### src/rtl/obj_rain_pkg.sv
// Shared types, constants and geometry helper for the falling-object engine.
package obj_rain_pkg;

  localparam int COORD_W = 12;
  localparam int IDX_W   = 3;

  // Fibonacci taps 16,14,13,11 expressed as bit positions 15,13,12,10.
  localparam logic [15:0] LFSR_TAPS = 16'hB400;

  typedef enum logic [1:0] {
    IDLE,
    SWEEP,
    DONE
  } state_t;

  // Half-open interval test [a0, a0+len_a) vs [b0, b0+len_b), widened so sums never wrap.
  function automatic logic overlap(
    input logic [COORD_W:0] a0,
    input logic [COORD_W:0] len_a,
    input logic [COORD_W:0] b0,
    input logic [COORD_W:0] len_b
  );
    logic [COORD_W+1:0] a_end;
    logic [COORD_W+1:0] b_end;
    a_end = {1'b0, a0} + {1'b0, len_a};
    b_end = {1'b0, b0} + {1'b0, len_b};
    return ({1'b0, a0} < b_end) && ({1'b0, b0} < a_end);
  endfunction

endpackage

### src/rtl/obj_rain_engine_lfsr.sv
// 16-bit Fibonacci LFSR used to pick spawn columns; advances only on step.
module obj_lfsr16
  import obj_rain_pkg::*;
(
  input  logic        clk,
  input  logic        rst,
  input  logic        step,
  input  logic [15:0] seed,
  output logic [15:0] value
);

  logic feedback;

  assign feedback = ^(value & LFSR_TAPS);

  always_ff @(posedge clk or posedge rst) begin
    if (rst) begin
      value <= seed;
    end else if (step) begin
      value <= {value[14:0], feedback};
    end
  end

endmodule

### src/rtl/obj_rain_engine.sv
// Multi-slot falling-object engine: per-frame spawn/fall/catch/miss sweep,
// score keeping and a registered per-pixel object lookup for the colour mux.
module obj_rain_engine
  import obj_rain_pkg::*;
#(
  parameter int          N_OBJ     = 4,
  parameter int          OBJ_W     = 40,
  parameter int          OBJ_H     = 40,
  parameter int          SCR_W     = 640,
  parameter int          SCR_H     = 480,
  parameter int          STEP      = 2,
  parameter int          PLAYER_W  = 80,
  parameter int          PLAYER_H  = 20,
  parameter int          MAX_MISS  = 5,
  parameter logic [15:0] LFSR_SEED = 16'hACE1
) (
  input  logic               clk,
  input  logic               rst,
  input  logic               frame_tick,
  input  logic               enable,
  input  logic [COORD_W-1:0] player_x,
  input  logic [COORD_W-1:0] player_y,
  input  logic [COORD_W-1:0] px,
  input  logic [COORD_W-1:0] py,
  output logic               pix_on,
  output logic [2:0]         pix_id,
  output logic [N_OBJ-1:0]   obj_active,
  output logic               catch_pulse,
  output logic [7:0]         score,
  output logic [3:0]         miss_cnt,
  output logic               end_show,
  output logic               busy
);

  localparam int CW1 = COORD_W + 1;
  localparam logic [COORD_W:0]   OBJ_W_C    = CW1'(OBJ_W);
  localparam logic [COORD_W:0]   OBJ_H_C    = CW1'(OBJ_H);
  localparam logic [COORD_W:0]   PLAYER_W_C = CW1'(PLAYER_W);
  localparam logic [COORD_W:0]   PLAYER_H_C = CW1'(PLAYER_H);
  localparam logic [COORD_W:0]   STEP_C     = CW1'(STEP);
  localparam logic [COORD_W:0]   ONE_C      = CW1'(1);
  localparam logic [COORD_W:0]   MISS_Y_C   = CW1'(SCR_H - OBJ_H);
  localparam logic [COORD_W-1:0] SPAWN_SPAN = COORD_W'(SCR_W - OBJ_W);
  localparam logic [IDX_W-1:0]   IDX_LAST   = IDX_W'(N_OBJ - 1);
  localparam logic [3:0]         MISS_MAX_C = 4'(MAX_MISS);

  state_t             state_q;
  state_t             state_d;
  logic [IDX_W-1:0]   idx_q;
  logic [IDX_W-1:0]   idx_d;
  logic               spawned_q;
  logic               spawned_d;

  logic [COORD_W-1:0] x_q [N_OBJ];
  logic [COORD_W-1:0] y_q [N_OBJ];
  logic [N_OBJ-1:0]   act_q;

  logic [15:0]        lfsr_val;
  logic               lfsr_unused;
  logic [COORD_W-1:0] spawn_x;

  logic [COORD_W-1:0] cur_x;
  logic [COORD_W-1:0] cur_y;
  logic               cur_act;
  logic [COORD_W:0]   ny;
  logic               in_sweep;
  logic               do_spawn;
  logic               do_catch;
  logic               do_miss;
  logic               do_move;

  logic [N_OBJ-1:0]   hit_p0;
  logic               pix_on_p0;
  logic [2:0]         pix_id_p0;

  obj_lfsr16 u_lfsr (
    .clk   (clk),
    .rst   (rst),
    .step  (do_spawn),
    .seed  (LFSR_SEED),
    .value (lfsr_val)
  );

  assign lfsr_unused = ^lfsr_val[15:10];
  assign obj_active  = act_q;

  // Fold the 10-bit random value back into the legal left-edge range.
  always_comb begin
    spawn_x = {2'b00, lfsr_val[9:0]};
    if (spawn_x >= SPAWN_SPAN) begin
      spawn_x = spawn_x - SPAWN_SPAN;
    end
  end

  always_comb begin
    state_d   = state_q;
    idx_d     = idx_q;
    spawned_d = spawned_q;
    unique case (state_q)
      IDLE: begin
        if (frame_tick && enable && !end_show) begin
          state_d   = SWEEP;
          idx_d     = '0;
          spawned_d = 1'b0;
        end
      end
      SWEEP: begin
        if (do_spawn) begin
          spawned_d = 1'b1;
        end
        if (idx_q == IDX_LAST) begin
          state_d = DONE;
        end else begin
          idx_d = idx_q + 1'b1;
        end
      end
      DONE: begin
        state_d = IDLE;
      end
      default: begin
        state_d = IDLE;
      end
    endcase
  end

  // Evaluate the slot under the sweep pointer; catch outranks miss.
  always_comb begin
    cur_x   = '0;
    cur_y   = '0;
    cur_act = 1'b0;
    for (int i = 0; i < N_OBJ; i++) begin
      if (idx_q == IDX_W'(i)) begin
        cur_x   = x_q[i];
        cur_y   = y_q[i];
        cur_act = act_q[i];
      end
    end
    in_sweep = (state_q == SWEEP);
    ny       = {1'b0, cur_y} + STEP_C;
    do_spawn = in_sweep && !cur_act && !spawned_q;
    do_catch = in_sweep && cur_act &&
               overlap({1'b0, cur_x}, OBJ_W_C, {1'b0, player_x}, PLAYER_W_C) &&
               overlap(ny, OBJ_H_C, {1'b0, player_y}, PLAYER_H_C);
    do_miss  = in_sweep && cur_act && !do_catch && (ny >= MISS_Y_C);
    do_move  = in_sweep && cur_act && !do_catch && !do_miss;
  end

  always_ff @(posedge clk or posedge rst) begin
    if (rst) begin
      state_q   <= IDLE;
      idx_q     <= '0;
      spawned_q <= 1'b0;
      busy      <= 1'b0;
    end else begin
      state_q   <= state_d;
      idx_q     <= idx_d;
      spawned_q <= spawned_d;
      busy      <= (state_d == SWEEP);
    end
  end

  always_ff @(posedge clk or posedge rst) begin
    if (rst) begin
      act_q <= '0;
      for (int i = 0; i < N_OBJ; i++) begin
        x_q[i] <= '0;
        y_q[i] <= '0;
      end
    end else begin
      for (int i = 0; i < N_OBJ; i++) begin
        if (idx_q == IDX_W'(i)) begin
          if (do_spawn) begin
            x_q[i]   <= spawn_x;
            y_q[i]   <= '0;
            act_q[i] <= 1'b1;
          end
          if (do_catch || do_miss) begin
            act_q[i] <= 1'b0;
          end
          if (do_move) begin
            y_q[i] <= ny[COORD_W-1:0];
          end
        end
      end
    end
  end

  always_ff @(posedge clk or posedge rst) begin
    if (rst) begin
      catch_pulse <= 1'b0;
      score       <= '0;
      miss_cnt    <= '0;
      end_show    <= 1'b0;
    end else begin
      catch_pulse <= do_catch;
      if (do_catch && (score != 8'hFF)) begin
        score <= score + 8'd1;
      end
      if (do_miss && (miss_cnt < MISS_MAX_C)) begin
        miss_cnt <= miss_cnt + 4'd1;
        if (miss_cnt == MISS_MAX_C - 4'd1) begin
          end_show <= 1'b1;
        end
      end
    end
  end

  // Pixel lookup: p0 is the combinational hit, registered into pix_on/pix_id.
  always_comb begin
    pix_id_p0 = '0;
    for (int i = 0; i < N_OBJ; i++) begin
      hit_p0[i] = act_q[i] &&
                  overlap({1'b0, px}, ONE_C, {1'b0, x_q[i]}, OBJ_W_C) &&
                  overlap({1'b0, py}, ONE_C, {1'b0, y_q[i]}, OBJ_H_C);
    end
    for (int i = N_OBJ - 1; i >= 0; i--) begin
      if (hit_p0[i]) begin
        pix_id_p0 = 3'(i);
      end
    end
    pix_on_p0 = |hit_p0;
  end

  always_ff @(posedge clk or posedge rst) begin
    if (rst) begin
      pix_on <= 1'b0;
      pix_id <= '0;
    end else begin
      pix_on <= pix_on_p0;
      pix_id <= pix_id_p0;
    end
  end

endmodule

### config.mk
export PLATFORM = sky130hd
export DESIGN_NAME = obj_rain_engine
export DESIGN_NICKNAME = d
export VERILOG_FILES = /design/src/rtl/obj_rain_pkg.sv /design/src/rtl/obj_rain_engine_lfsr.sv /design/src/rtl/obj_rain_engine.sv
export SDC_FILE = /design/constraint.sdc
export NUM_CORES = 1
export LEC_CHECK = 0
export CAP_MARGIN = 10
export CORE_MARGIN = 1
export CORE_UTILIZATION = 35
export CTS_CLUSTER_DIAMETER = 150
export CTS_CLUSTER_SIZE = 20
export DETAILED_ROUTE_END_ITERATION = 10
export PLACE_DENSITY = 0.51
export SLEW_MARGIN = 40
export SYNTH_ARGS = -nofsm -noshare
export SYNTH_HDL_FRONTEND = slang
export SYNTH_SLANG_ARGS = --single-unit
export TNS_END_PERCENT = 30
### constraint.sdc
create_clock -name clk -period 5.4 [get_ports clk]
set_input_delay 0.54 -clock clk [delete_from_list [all_inputs] [get_ports clk]]
set_output_delay 0.54 -clock clk [all_outputs]
set_load 0.05 [all_outputs]
==> metrics.md <==
| Metric | Value |
|---|---|
| Final WS setup | 364 ps |
| Place WS | 106 ps |
| Die H | 198 um |
| CP dominant cell by count | a21o_1 |
| Synthesized cell area | 13500 um2 |
| TritonCTS Buffers | 17 |
| Status | completed |
| Most frequent cells in the layout | ha_1 (240), nand2_1 (181), o21ai_0 (129) |
| DR WL/cell | 18.9 um |
| Combinational fraction of design power | 13.1% |
| Drt initial violations | 647 |
| Mux contribution to synthesized area | 4.16% |
| Register area share after synthesis | 25.3% |
| Synth Flop Type | dfrtp_1 |
| Number of port buffers | 73 |
| GP Congestion | 0.875 |
| Synth area leaders | dfrtp_1 (24%), ha_1 (23%), nand2_1 (5.1%) |
| Synth Area in XOR/XNOR | 8.03% |
| Yosys warns | 0 |
| WP buf/inv | 3 |
| Crit. Startpoint | idx_q[0] |
| Boundary Pins | 75 |
| Longest Clk Path Bufs | 2 |
| RR Startpoint | idx_q[0] |
| Starting Density | 35.7% |
| Avg Cell Area, Syn | 8.83 um2 |
| Element type at the critical path end | flip-flop |
| Hold_buf cts | 0 |
| Share of power burned in registers | 39.7% |
| Diodes inserted | 0 |
| Hold crit path type | flip-flop to flip-flop |
| Power share of the clock group | 47.3% |
| Synth Area in Compound Gates | 19.9% |
| RR Endpoint | y_q[16] |
| Layout cells sized above 1 | 9.16% |
| Crit-path max FO | 12 |
| Slowest cell on the critical path | dfrtp_1 |
| Worst path cell trace | ha_2 -> ha_4 -> or2_4 -> a221oi_1 -> a21o_1 -> ha_1 -> inv_1 -> or3_1 -> xnor2_2 -> inv_1 -> o21ai_1 -> xnor2_1 -> ha_1 -> a21o_1 -> a21o_1 -> a21oi_1 -> nor2_1 -> a211o_1 -> o21bai_2 -> nand2_1 -> and3b_2 -> nand2_1 -> buf_12 -> mux2i_1 |
| Commonest non-fill, non-tap cell in the layout | ha_1 |
| CP required | 5750 ps |
| Net Sw Frac | 29.0% |
| Tmin final | 5040 ps |
| Crit path max-delay family | compound AO/OA/AOI/OAI gates |
| Net switching power | 0.748 mW |
| CP peak stage delay | 420 ps |
| Fmax achieved | 199 MHz |
| Worst slew pin tran | 908 ps |
| Post-synth EDFFs | 0 |
| Yosys cell types | 87 |
| Vias | 11600 |
| Clock sinks | 136 |
| Post-synth net total | 1824 |
| Fin. Hold Viols | 0 |
| GRT overflow | 0 |
| Max capacitance violation total | 0 |
| Syn Inst Count | 1527 |
| Via-to-Cell Ratio | 5.38 |
| Maximum VDD drop | 0.000261 V |
| Clock transition at path regs | 80 ps |
| Power Dens Cells | 163 nW/um2 |
| Final Util | 41.9% |
| Rel. slew slack | 39.5% |
| Global-route wire length before repair | 63.9 mm |
| Main combinational cell family by area after synthesis | adder cells |
| Critical path depth | 24 |
| Unrepaired setup endpoints after global routing | yes |
| Asr flop ratio synth | 100% |
| Post-Synth Simple-Gate Area | 16.3% |
| Full die area | 39300 um2 |
| Area grow syn2layout | 17.2% |
| Internal power | 1.83 mW |
| Dpl hpwl | 32.3 mm |
| Gr usage total | 21.2% |
| CP Launch Type | flip-flop |
| Final Cell Area | 15800 um2 |
| Clk_lat worst skew | 450 ps |
| TritonRoute pass-1 iters | 5 |
| H-Tree Depth | 4 |
| Final net count | 1922 |
| Post-synthesis adder-cell area fraction | 22.7% |
| # rows | 71 |
| Critical Path End | y_q[16] |
| Dominant cell type by area after synthesis | dfrtp_1 |
| Filler cell count | 3758 |
| Residual DRC count | 0 |
| Std-Cell Core Area | 37800 um2 |
| Fin. max-slew vios | 0 |
| Vias in the first global route | 11500 |
| Worst clock skew | 19.9 ps |
| #FFs+latches synth | 136 |
| Root buf cell | clkbuf_16 |
| Crit path arrival time | 5390 ps |
| Tcrit/Tclk final | 93.3% |
| Leakage | 7.41 nW |
| ANT nets after route | 0 |
| Crit Path Category | flip-flop to flip-flop |
| TritonCTS clock tree | built |
| Chip width | 198 um |
| Synth top area share | 23.8% |
| Worst r2r path cells | 24 |
| Pin count of the biggest net entering global routing | 101 |
| Initial antenna violation count | 0 |
| Flop2flop setup slack | 360 ps |
| DRT Wirelength | 40.6 mm |
| Final setup fails | 0 |
| Placed Area | 15000 um2 |
-- state kept, by name, summed over array words and instances, names as in the netlist, 2 cells and up --
name	flops
idx_q	3
miss_cnt	4
obj_active	4
pix_id	2
score	8
state_q	2
u_lfsr.value	16
x_q	44
y_q	48
-- repair_timing --
action	CTS	global route
gates resized for setup	0	24
endpoints found under the setup margin	0	64
buffers inserted	0	4
-- stage by stage --
stage / setup TNS (ps) / total power [mW] / hold slack [ps] / instances
floorplan: 0 / 1.25 / 439 / 1527
global placement: 0 / 1.37 / 445 / 2112
detailed placement: 0 / 1.38 / 456 / 2112
CTS: 0 / 2.61 / 463 / 2144
global route: -57.3 / 2.69 / 491 / 2149
finish: 0 / 2.58 / 460 / 2149
-- tightest hold or removal path, cell delays in order (launching register included) --
cell and delay [ps]:
dfstp_2 380, nand2_1 50, nand2_1 40
-- synth_stat cells, types with 19 or more instances --
library cell and number:
a211oi_1 19, a21o_1 39, a21oi_1 86, and3_1 33
clkbuf_1 29, dfrtp_1 128, ha_1 245, inv_1 68
mux2i_1 38, nand2_1 182, nand3_1 31, nand3b_1 19
nor2_1 57, nor2b_1 20, o21a_1 36, o21ai_0 131
xnor2_1 50, xor2_1 70
-- layer usage --
metal	routed length, um	vias up	track usage, %
li1	-	5764	-
met1	20500	5536	30.1
met2	17900	220	33.7
met3	1550	38	2.67
met4	623	0	5.74
met5	0	-	0
-- final cells by class --
| class | instances | area (um2) | area share, % |
|---|---|---|---|
| multi-input combinational | 1277 | 9710 | 61.5 |
| clock buffer | 17 | 425 | 2.69 |
| timing repair buffer | 124 | 1170 | 7.42 |
| inverter | 69 | 268 | 1.69 |
| tap | 511 | 639 | 4.05 |
| clock inverter | 15 | 171 | 1.08 |
| sequential | 136 | 3410 | 21.6 |
-- cells by family after synthesis --
group / Yosys count
adder cells (fa/ha/maj): 245
multiplexers: 54
other: 1
buffers and inverters: 114
flip-flops: 136
AND/OR/NAND/NOR: 439
XOR/XNOR: 122
AO/OA/AOI/OAI: 416
-- worst min path at each step --
stage / to / slack (ps) / from / cells past startpoint
after global routing: u_lfsr.value[11] / 490 / u_lfsr.value[10] / 2
after global placement: u_lfsr.value[15] / 440 / u_lfsr.value[14] / 2
after floorplan: u_lfsr.value[11] / 440 / u_lfsr.value[11] / 2
after detailed placement: u_lfsr.value[15] / 460 / u_lfsr.value[14] / 2
after CTS: u_lfsr.value[11] / 460 / u_lfsr.value[10] / 2
final: u_lfsr.value[11] / 460 / u_lfsr.value[10] / 2
-- power groups by stage --
stage | registers [mW] | logic, mW | clock network, mW
2_1_floorplan | 1.05 | 0.193 | 0
3_3_place_gp | 1.04 | 0.333 | 0
4_1_cts | 1.02 | 0.343 | 1.24
6_report | 1.02 | 0.337 | 1.22
3_5_place_dp | 1.04 | 0.340 | 0
5_1_grt | 1.02 | 0.387 | 1.28
Note: power is estimated with default switching activity, not from simulation.
